### config.mk
export PLATFORM = sky130hd
export DESIGN_NAME = narrow_sat_unit
export DESIGN_NICKNAME = d
export VERILOG_FILES = /design/src/rtl/narrow_pkg.sv /design/src/rtl/narrow_core.sv /design/src/rtl/narrow_sat_unit.sv
export SDC_FILE = /design/constraint.sdc
export NUM_CORES = 1
export LEC_CHECK = 0
export CAP_MARGIN = 20
export CORE_MARGIN = 10
export CORE_UTILIZATION = 25
export DETAILED_ROUTE_END_ITERATION = 8
export GPL_TIMING_DRIVEN = 0
export HOLD_SLACK_MARGIN = 0.15
export PLACE_DENSITY = 0.54
export SYNTH_ARGS = -nofsm -noshare
export SYNTH_HDL_FRONTEND = slang
export SYNTH_SLANG_ARGS = --single-unit
### constraint.sdc
create_clock -name Clk -period 2.1 [get_ports Clk]
set_input_delay 0.315 -clock Clk [delete_from_list [all_inputs] [get_ports Clk]]
set_output_delay 0.315 -clock Clk [all_outputs]
set_load 0.005 [all_outputs]
### src/rtl/narrow_pkg.sv
// narrow_pkg: shared definitions for the narrowing unit.
//   - mode_t and the four conversion mode encodings
//   - default datapath, field and counter widths
//   - mode_is_signed(): whether a mode re-extends its field as signed
package narrow_pkg;

  typedef logic [1:0] mode_t;

  localparam mode_t MODE_TRUNC = 2'b00;
  localparam mode_t MODE_SSAT  = 2'b01;
  localparam mode_t MODE_USAT  = 2'b10;
  localparam mode_t MODE_S2U   = 2'b11;

  localparam int unsigned DEF_IN_W  = 32;
  localparam int unsigned DEF_OUT_W = 5;
  localparam int unsigned DEF_CNT_W = 8;

  // Truncate and signed-saturate produce signed fields; the other two are unsigned.
  function automatic logic mode_is_signed(input mode_t mode);
    return ~mode[1];
  endfunction

endpackage

### src/rtl/narrow_core.sv
// narrow_core: combinational IN_W -> OUT_W narrowing.
//   data  : word to narrow
//   mode  : conversion mode (see narrow_pkg)
//   field : narrowed OUT_W-bit result
//   ext   : field re-extended to IN_W (signed modes sign-extend, others zero-extend)
//   ovf   : the conversion lost information
module narrow_core
  import narrow_pkg::*;
#(
  parameter int unsigned IN_W  = DEF_IN_W,
  parameter int unsigned OUT_W = DEF_OUT_W
) (
  input  logic [IN_W-1:0]  data,
  input  logic [1:0]       mode,
  output logic [OUT_W-1:0] field,
  output logic [IN_W-1:0]  ext,
  output logic             ovf
);

  localparam logic [OUT_W-1:0] SMax = {1'b0, {(OUT_W-1){1'b1}}};
  localparam logic [OUT_W-1:0] SMin = {1'b1, {(OUT_W-1){1'b0}}};
  localparam logic [OUT_W-1:0] UMax = {OUT_W{1'b1}};

  logic [IN_W-OUT_W:0] upper_s;
  logic                fits_s;
  logic                fits_u;
  logic                neg;

  // A value fits OUT_W signed bits when every bit from the field MSB upward agrees.
  assign upper_s = data[IN_W-1:OUT_W-1];
  assign fits_s  = (&upper_s) | ~(|upper_s);
  assign fits_u  = ~(|data[IN_W-1:OUT_W]);
  assign neg     = data[IN_W-1];

  always_comb begin
    field = data[OUT_W-1:0];
    ovf   = 1'b0;
    case (mode)
      MODE_TRUNC: begin
        ovf = ~fits_s;
      end
      MODE_SSAT: begin
        if (!fits_s) begin
          field = neg ? SMin : SMax;
          ovf   = 1'b1;
        end
      end
      MODE_USAT: begin
        if (!fits_u) begin
          field = UMax;
          ovf   = 1'b1;
        end
      end
      default: begin
        // Negative inputs never fit unsigned, so they are caught before the upper clamp.
        if (neg) begin
          field = '0;
          ovf   = 1'b1;
        end else if (!fits_u) begin
          field = UMax;
          ovf   = 1'b1;
        end
      end
    endcase
  end

  assign ext = {{(IN_W-OUT_W){field[OUT_W-1] & mode_is_signed(mode)}}, field};

endmodule

### src/rtl/narrow_sat_unit.sv
// narrow_sat_unit: two-stage pipelined narrowing unit with valid/ready handshake.
//   Clk, Reset           : clock, synchronous active-high reset
//   in_valid/in_ready    : input handshake; in_data, in_mode sampled on acceptance
//   out_valid/out_ready  : output handshake; out_data, out_ext, out_ovf held while stalled
//   clr_sticky           : clear ovf_sticky and ovf_count
//   ovf_sticky/ovf_count : overflow history of delivered results (count saturates)
module narrow_sat_unit
  import narrow_pkg::*;
#(
  parameter int unsigned IN_W  = DEF_IN_W,
  parameter int unsigned OUT_W = DEF_OUT_W,
  parameter int unsigned CNT_W = DEF_CNT_W
) (
  input  logic             Clk,
  input  logic             Reset,
  input  logic             in_valid,
  output logic             in_ready,
  input  logic [IN_W-1:0]  in_data,
  input  logic [1:0]       in_mode,
  output logic             out_valid,
  input  logic             out_ready,
  output logic [OUT_W-1:0] out_data,
  output logic [IN_W-1:0]  out_ext,
  output logic             out_ovf,
  input  logic             clr_sticky,
  output logic             ovf_sticky,
  output logic [CNT_W-1:0] ovf_count
);

  logic             s1_valid_q, s1_valid_d;
  logic [IN_W-1:0]  s1_data_q, s1_data_d;
  logic [1:0]       s1_mode_q, s1_mode_d;
  logic             out_valid_q, out_valid_d;
  logic [OUT_W-1:0] out_data_q, out_data_d;
  logic [IN_W-1:0]  out_ext_q, out_ext_d;
  logic             out_ovf_q, out_ovf_d;
  logic             sticky_q, sticky_d;
  logic [CNT_W-1:0] count_q, count_d;

  logic             advance;
  logic             xfer;
  logic [OUT_W-1:0] core_field;
  logic [IN_W-1:0]  core_ext;
  logic             core_ovf;

  narrow_core #(
    .IN_W  (IN_W),
    .OUT_W (OUT_W)
  ) u_core (
    .data  (s1_data_q),
    .mode  (s1_mode_q),
    .field (core_field),
    .ext   (core_ext),
    .ovf   (core_ovf)
  );

  // The whole pipe moves together; any stall at the output freezes both stages.
  assign advance  = ~out_valid_q | out_ready;
  assign in_ready = advance;
  assign xfer     = out_valid_q & out_ready;

  always_comb begin
    s1_valid_d  = s1_valid_q;
    s1_data_d   = s1_data_q;
    s1_mode_d   = s1_mode_q;
    out_valid_d = out_valid_q;
    out_data_d  = out_data_q;
    out_ext_d   = out_ext_q;
    out_ovf_d   = out_ovf_q;
    if (advance) begin
      s1_valid_d  = in_valid;
      out_valid_d = s1_valid_q;
      if (in_valid) begin
        s1_data_d = in_data;
        s1_mode_d = in_mode;
      end
      if (s1_valid_q) begin
        out_data_d = core_field;
        out_ext_d  = core_ext;
        out_ovf_d  = core_ovf;
      end
    end
  end

  // An overflowing delivery takes priority over a simultaneous clear.
  always_comb begin
    sticky_d = sticky_q;
    count_d  = count_q;
    if (xfer && out_ovf_q) begin
      sticky_d = 1'b1;
      if (clr_sticky) begin
        count_d = CNT_W'(1);
      end else if (count_q != {CNT_W{1'b1}}) begin
        count_d = count_q + CNT_W'(1);
      end
    end else if (clr_sticky) begin
      sticky_d = 1'b0;
      count_d  = '0;
    end
  end

  always_ff @(posedge Clk) begin
    if (Reset) begin
      s1_valid_q  <= 1'b0;
      s1_data_q   <= '0;
      s1_mode_q   <= '0;
      out_valid_q <= 1'b0;
      out_data_q  <= '0;
      out_ext_q   <= '0;
      out_ovf_q   <= 1'b0;
      sticky_q    <= 1'b0;
      count_q     <= '0;
    end else begin
      s1_valid_q  <= s1_valid_d;
      s1_data_q   <= s1_data_d;
      s1_mode_q   <= s1_mode_d;
      out_valid_q <= out_valid_d;
      out_data_q  <= out_data_d;
      out_ext_q   <= out_ext_d;
      out_ovf_q   <= out_ovf_d;
      sticky_q    <= sticky_d;
      count_q     <= count_d;
    end
  end

  assign out_valid  = out_valid_q;
  assign out_data   = out_data_q;
  assign out_ext    = out_ext_q;
  assign out_ovf    = out_ovf_q;
  assign ovf_sticky = sticky_q;
  assign ovf_count  = count_q;

endmodule

==> out/qor.txt <==
Final Critical Period: 1.95 ns
DIE WIDTH: 121 um
Vias in the first global route: 2550
Worst clock skew: 0.00903 ns
Total track usage: 0.101
Clock network power share: 0.343
Site row count: 36
GRT overflow: 0
Switching Power: 0.554 mW
Ys flop type: dfxtp_1
Inserted Diodes: 0
Synth Area in Compound Gates: 0.156
Global-route wire length before repair: 12300 um
Post-synth top cells: nand2_1, dfxtp_1, a21oi_1
Initial antenna violation count: 0
CP Launch Type: input port
Synthesized cell area: 0.00253 mm2
Largest family of logic cells by synthesized area: simple AND/OR/NAND/NOR gates
Avg Vias per Cell: 4.62
CORE AREA: 0.00982 mm2
Port Buffer Count: 86
GPL Wtd Cong: 0.802
Post-Route WL: 7640 um
P_int: 1.76 mW
Die Area: 0.0146 mm2
Cell Chain, Critical Path: clkdlybuf4s50_1 > nor2b_2 > inv_2 > clkdlybuf4s50_1
Critical path startpoint: out_ready
Worst skew pair latency: 0.31 ns
Crit Path Class: input port to primary output
Sequential share of power: 0.476
Start of the worst register-to-register path: s1_data_q[31]$_SDFFE_PP0P_
Peak VDD IR: 0.247 mV
IO Count: 88
Postcts setup bufs: 0
DRC viols: 0
Fill count: 1075
DRT iter0 DRCs: 109
Post-synthesis register bit count: 52
Mux share of post-synthesis cell area: 0
CTS Hold Bufs: 0
Cell mode on critical path: clkdlybuf4s50_1
Worst slew pin tran: 0.595 ns
CP Capture Type: primary output
CTS tree: built
Yosys top cell area share: 0.411
First-pass DRT Iterations: 4
Final Instance Area: 0.00370 mm2
Largest net degree at the start of global routing: 29
Area Growth Syn to Fin: 46.1%
Mean post-synth cell area: 7.63 um2
Multi-input logic area: 0.00119 mm2
Slew headroom: 0.604
Clk sinks: 52
Asr flop ratio synth: 0
Final hold vios: 0
Final setup violating endpoints: 0
Initial Util: 0.258
Logic pwr share: 0.181
Worst Hold Launch: s1_data_q[1]$_SDFFE_PP0P_
Worst-path clk slew: 0.09 ns
Pwr Density: 624 mW/mm2
Pwr Total: 2.31 mW
Ys Warns: 0
FF+latch area: 0.00104 mm2
Max Cap Viol: 0
Max Clock Freq: 0.513 GHz
Count of cell types in the netlist: 40
Simple-gate share of the synthesized area: 0.303
Post-synth EDFFs: 0
Num CTS Buffers: 5
CP peak stage delay: 0.56 ns
Layout Nets: 465
Hold slack: 0.466 ns
Switching share of power: 0.240
Htree depth: 2
Vert. Die Dim: 121 um
Period Utilization, post-route: 0.929
CP max FO: 9
Clk root buf: clkbuf_8
Area after DPL: 0.00356 mm2
Cell taking the most area after synthesis: dfxtp_1
Slowest CP cell: clkdlybuf4s50_1
Clk buf depth: 2
Syn Nets: 372
Sequential fraction of the synthesis area: 0.411
Via count: 2576
Layout cells sized above 1: 0.115
Post-Synth Adder-Cell Area: 0.00494
Count leader, synth: nand2_1
RSZ-0062 raised after global routing: false
Post-route ant nets: 0
Worst path arrival time: 1.64 ns
HPWL after DPL: 6100 um
Synthesized instance count: 332
Hold WC Path Type: flip-flop to flip-flop
Slew Viols, Final: 0
Status: finished, final reports clean
Post-Synth XOR/XNOR Area: 0.00346
Leakage Power: 1.32 nW
Critical path required time: 1.78 ns
Avg WL per Cell: 13.7 um
Main area contributors after synthesis: dfxtp_1, nand2_1, a21oi_1
## final timing paths
kind	slack, ns	cells after the start	to
max	0.15	4	in_ready
min	0.47	2	s1_data_q[1]$_SDFFE_PP0P_
max reg2reg	0.20	5	out_data[1]$_SDFFE_PP0P_
min reg2reg	0.47	2	s1_data_q[1]$_SDFFE_PP0P_
## routing by layer
layer | vias to the layer above | wire, um | GRT usage
met3 | 7 | 500 | 0.0316
met2 | 85 | 3440 | 0.167
met1 | 1168 | 3610 | 0.124
met4 | 0 | 93 | 0.0287
li1 | 1316 | - | -
met5 | - | 0 | 0
## area by class of cell
cell class,count,share of cell area
well taps,133,0.0450
plain buffers,46,0.0805
inverters,3,0.00304
clock buffers,5,0.0186
flip-flops and latches,52,0.282
repair buffers,86,0.233
multi-input cells,231,0.322
clock inverters,2,0.0162
## per-stage QoR
step                std cells  setup TNS [ns]  setup slack (ns)  utilization
CTS                       558               0            0.0180        0.376
finish                    558               0             0.149        0.377
global placement          551           -4.46            -0.180        0.363
global route              558               0            0.0399        0.377
detailed placement        551           -5.11            -0.205        0.363
floorplan                 332               0             0.372            -
## flip-flops by register name, summed over array words and instances, names as in the netlist
name	flops
out_data	4
s1_valid_q	1
s1_mode_q	2
ovf_count	8
out_ext	2
out_valid	1
out_ovf	1
s1_data_q	32
ovf_sticky	1
## power by group through the flow
stage | combinational (mW) | clock, mW | sequential [mW]
final | 0.418 | 0.792 | 1.10
after global routing | 0.463 | 0.844 | 1.11
after CTS | 0.424 | 0.817 | 1.10
after detailed placement | 0.424 | 0 | 1.12
after global placement | 0.419 | 0 | 1.12
after floorplan | 0.208 | 0 | 1.11
## kinds of logic after synthesis
logic type,after synthesis
xor gates and xnor gates,1
AOI/OAI and AO/OA,70
DFF,52
buffers and inverters,49
adders and majority gates,1
and+or+nand+nor,159
## repair_timing
action | in CTS | in global routing
cloned | 0 | 0
endpoints found under the setup margin | 27 | 22
resized for setup | 1 | 4
## worst max-delay path, delay by kind of cell
kind	cells	cell delay [ns]
buffers and inverters	3	1.24
AND/OR/NAND/NOR	1	0.09
## placed cells by master, fill, tap and decap left out, drive strengths merged, types with 6 or more instances in the layout
cell	count
nor4	7
nand2	87
nand2b	6
clkbuf	18
dfxtp	52
clkdlybuf4s50	86
nand4	19
a21oi	49
nor2	15
buf	33
Note: power is estimated with default switching activity, not from simulation.
==> RTL edit 1: new RTL, same flow settings <==
The package constant `DEF_OUT_W` goes from 5 to 10.
--- a/src/rtl/narrow_pkg.sv
+++ b/src/rtl/narrow_pkg.sv
@@ -12,7 +12,7 @@
   localparam mode_t MODE_S2U   = 2'b11;
 
   localparam int unsigned DEF_IN_W  = 32;
-  localparam int unsigned DEF_OUT_W = 5;
+  localparam int unsigned DEF_OUT_W = 10;
   localparam int unsigned DEF_CNT_W = 8;
 
   // Truncate and signed-saturate produce signed fields; the other two are unsigned.
Interface: changed (resized out_data); port bits go from 88 to 93. No check against the original RTL was run, so the function may have changed too.
==> RTL edit 1 against the original RTL <==
Die area shrank 1.3%; total power up 13%; sequential share of layout area rose by 2.2 points; wire length is 8.0% lower; critical endpoint unchanged; worst setup slack better by 0.012 ns; area after synthesis down 1.6%; final area grew 1.8%; critical path type unchanged; sequential cell count is 5 higher.
==> RTL edit 1: results (changes against the original RTL) <==
| Metric | Value |
|---|---|
| H-tree depth | 3 (was 2) |
| Routed WL per cell | 13.1 um (was 13.7 um) |
| Cells after DPL | 521 (was 551) |
| Syn Nets | 337 (was 372) |
| CP Data Arrival Time | 1.62 ns (was 1.64 ns) |
| DR vias/cell | 4.24 (was 4.62) |
| Cts bufs inserted | 9 (was 5) |
| Status | complete, no violations (unchanged) |
| Part of the power in combinational logic | 15.9% (was 18.1%) |
| Crit path max fanout | 7 (was 9) |
| Synth top cells by count | nand2_1, dfxtp_1, a21oi_1 (unchanged) |
| Fin nets | 438 (was 465) |
| Leak pwr | 1.43 nW (was 1.32 nW) |
| Skew-Pair Late Insertion Delay | 0.33 ns (was 0.31 ns) |
| IO buf count | 91 (was 86) |
| DP HPWL | 5510 um (was 6100 um) |
| Fin cells | 535 (was 558) |
| WL met2 | 3160 um (was 3440 um) |
| GP Congestion | 0.774 (was 0.802) |
| Met1 Use GR | 12.3% (was 12.4%) |
| Met3 wire length | 523 um (was 500 um) |
| Syn Area/Cell | 8.39 um^2 (was 7.63 um^2) |
| VDD IR max | 0.264 mV (was 0.247 mV) |
| Met2 Use GR | 15.7% (was 16.7%) |
| Dpl cell area | 0.00357 mm^2 (was 0.00356 mm^2) |
| Internal Power | 2.00 mW (was 1.76 mW) |
-- RTL edit 1: final cells by class --
class                   count  area, um^2
plain buffers              45         289
clock buffers              12         155
clock inverters             3        40.0
fillers                  1022        5960
inverters                   3        11.3
multi-input cells         191        1050
flip-flops and latches     57        1140
well taps                 133         166
repair buffers             91         911
-- RTL edit 1: timing repair --
action	4_1_cts	5_1_grt
gates resized for setup	1	6
pin swaps	0	0
endpoints found under the setup margin	21	31
-- RTL edit 1: final timing paths --
path | to | start | slack, ns | cells past startpoint
worst max-delay path | in_ready | out_ready | 0.16 | 3
worst min-delay path | s1_data_q[4] | s1_data_q[4] | 0.46 | 2
worst max register to register | out_data[0] | s1_data_q[25] | 0.25 | 4
worst min register to register | s1_data_q[4] | s1_data_q[4] | 0.46 | 2
-- RTL edit 1: through the flow --
stage / utilization [%] / worst slack (ns) / power, mW / hold slack [ns] / TNS [ns]
4_1_cts: 38.7 / 0.0364 / 2.67 / 0.459 / 0
5_1_grt: 38.7 / 0.114 / 2.75 / 0.492 / 0
3_5_place_dp: 36.7 / -0.294 / 1.64 / 0.451 / -7.77
3_3_place_gp: 36.7 / -0.278 / 1.63 / 0.446 / -6.58
2_1_floorplan: - / 0.404 / 1.41 / 0.436 / 0
6_report: 38.7 / 0.161 / 2.62 / 0.456 / 0
-- RTL edit 1: kinds of logic after synthesis --
kind of cell / after synthesis / share of synthesized area, %
xor gates and xnor gates: 6 / 2.11
adders and majority gates: 1 / 0.502
AOI/OAI and AO/OA: 61 / 16.3
DFF: 57 / 45.8
buffers and inverters: 49 / 12.0
and+or+nand+nor: 121 / 22.4
muxes: 2 / 0.803
-- RTL edit 1: worst max-delay path, stage by stage --
cell and delay, ns:
clkdlybuf4s50_1 0.47, nand2b_1 0.27, clkdlybuf4s50_1 0.56
==> RTL edit 2: new RTL, same settings <==
Made on the original files. `s1_data_q` and `out_data_q` no longer have a reset.
--- a/src/rtl/narrow_sat_unit.sv
+++ b/src/rtl/narrow_sat_unit.sv
@@ -102,25 +102,26 @@
   always_ff @(posedge Clk) begin
     if (Reset) begin
       s1_valid_q  <= 1'b0;
-      s1_data_q   <= '0;
       s1_mode_q   <= '0;
       out_valid_q <= 1'b0;
-      out_data_q  <= '0;
       out_ext_q   <= '0;
       out_ovf_q   <= 1'b0;
       sticky_q    <= 1'b0;
       count_q     <= '0;
     end else begin
       s1_valid_q  <= s1_valid_d;
-      s1_data_q   <= s1_data_d;
       s1_mode_q   <= s1_mode_d;
       out_valid_q <= out_valid_d;
-      out_data_q  <= out_data_d;
       out_ext_q   <= out_ext_d;
       out_ovf_q   <= out_ovf_d;
       sticky_q    <= sticky_d;
       count_q     <= count_d;
     end
+  end
+
+  always_ff @(posedge Clk) begin
+    s1_data_q  <= s1_data_d;
+    out_data_q <= out_data_d;
   end
 
   assign out_valid  = out_valid_q;
Formal check against the unedited RTL: differs if Reset is asserted again (counterexample within 4 cycles, from zero or initial values and one cycle with Reset high); with Reset held inactive, the same outputs for 10 cycles.
==> RTL edit 2 against the original RTL <==
Via count shrank 30%; clock skew rose by 0.00075 ns; first-iteration DRC count rose by 6.4%; sequential power rose by 18%; critical path depth shrank 2; hold slack lost 0.0020 ns; worst setup slack better by 0.016 ns; highest routed layer unchanged; total power grew 17%; sequential cell count rose by 5; final area increased by 1.5%; area after synthesis is 2.4% lower; largest power group unchanged; wire length is 22% lower; combinational power is 29% lower.
==> RTL edit 2: results (changes against the original RTL) <==
| Metric | Value |
|---|---|
| Cells after DPL | 424 (was 551) |
| FF-to-FF setup slack | 0.22 ns (was 0.20 ns) |
| Sequential element share of the synthesized area | 61.2% (was 41.1%) |
| Number of synthesized flops with an enable pin | 37 (was 0) |
| Met3 wire length | 479 um (was 500 um) |
| Synth top cells by count | edfxtp_1, buf_4, dfxtp_1 (was nand2_1, dfxtp_1, a21oi_1) |
| Syn Nets | 243 (was 372) |
| Met3 Usage GRT | 3.35% (was 3.16%) |
| # fillers | 949 (was 1,075) |
| Number of global-route vias before repair | 1,949 (was 2,550) |
| Syn Area/Cell | 12.2 um^2 (was 7.63 um^2) |
| Final Worst Setup Slack | 0.165 ns (was 0.149 ns) |
| Leak pwr | 1.36 nW (was 1.32 nW) |
| DRT met1 WL | 2550 um (was 3610 um) |
| Via count | 1,810 (was 2,576) |
| Status | complete, no violations (unchanged) |
| Max stage delay on crit path | 0.60 ns (was 0.56 ns) |
| H-tree depth | 3 (was 2) |
| VDD IR max | 0.348 mV (was 0.247 mV) |
| Met2 Use GR | 13.7% (was 16.7%) |
| Clock transition at the registers of the reported paths | 0.06 ns (was 0.09 ns) |
| DP HPWL | 4810 um (was 6100 um) |
| Synth top area cells | edfxtp_1, dfxtp_1, buf_4 (was dfxtp_1, nand2_1, a21oi_1) |
| Crit path max fanout | 28 (was 9) |
| Synth unique cells | 37 (was 40) |
| IO buf count | 87 (was 86) |
| Synth top area share | 45.0% (was 41.1%) |
| Share of cells above drive strength 1 | 18.2% (was 11.5%) |
| Met1 Use GR | 9.19% (was 12.4%) |
| Cts bufs inserted | 9 (was 5) |
| Global-route wire length before repair | 9630 um (was 12,300 um) |
| Dpl cell area | 0.00354 mm^2 (was 0.00356 mm^2) |
| Worst-Margin Slew | 0.586 ns (was 0.595 ns) |
| Skew-Pair Late Insertion Delay | 0.34 ns (was 0.31 ns) |
## RTL edit 2: cell types whose count changed in the layout (fill, tap and decap cells not counted), sizes merged, moves of 5 or more
cell    unedited run  this run
clkbuf            18        12
edfxtp             0        37
o21ai              5        11
dfxtp             52        20
nand2             87        20
mux2i              0         6
buf               33        28
nor2              15         8
a21oi             49        15
nand4             19        12
## RTL edit 2: worst register-to-register path: stages, from the launching register on
cell,delay (ns)
edfxtp_1,0.45
nor4_1,0.26
and4_1,0.26
nand4_2,0.16
nand2_4,0.16
mux2i_1,0.20
o21ai_0,0.12
## RTL edit 2: power breakdown
part	switching (mW)	internal [mW]	total (mW)
Clock	0.442	0.666	1.11
Combinational	0.106	0.191	0.297
Sequential	0.0405	1.26	1.30
## RTL edit 2: final cells by class
cell class | count | area [um^2] | area share (%)
inverters | 5 | 18.8 | 0.500
plain buffers | 30 | 210 | 5.60
multi-input cells | 111 | 731 | 19.5
flip-flops and latches | 57 | 1510 | 40.3
well taps | 133 | 166 | 4.43
repair buffers | 88 | 898 | 23.9
clock inverters | 7 | 93.8 | 2.50
clock buffers | 9 | 124 | 3.30
## RTL edit 2: cells by family (layout without fill, tap and decap cells)
family | after synthesis | count (layout) | share of synthesized area (%)
adders and majority gates | 1 | 1 | 0.506
buffers and inverters | 35 | 139 | 9.27
muxes | 6 | 6 | 2.43
DFF | 57 | 57 | 61.2
xor gates and xnor gates | 4 | 4 | 1.42
AOI/OAI and AO/OA | 36 | 36 | 10.3
and+or+nand+nor | 64 | 64 | 14.9
## RTL edit 2: worst paths after layout
kind | from | endpoint | cells after the start
hold / removal | s1_valid_q | out_valid | 2
hold reg to reg | s1_valid_q | out_valid | 2
setup reg to reg | s1_data_q[31] | out_data[1] | 6
setup / recovery | out_ext[5] | out_ext[19] | 2
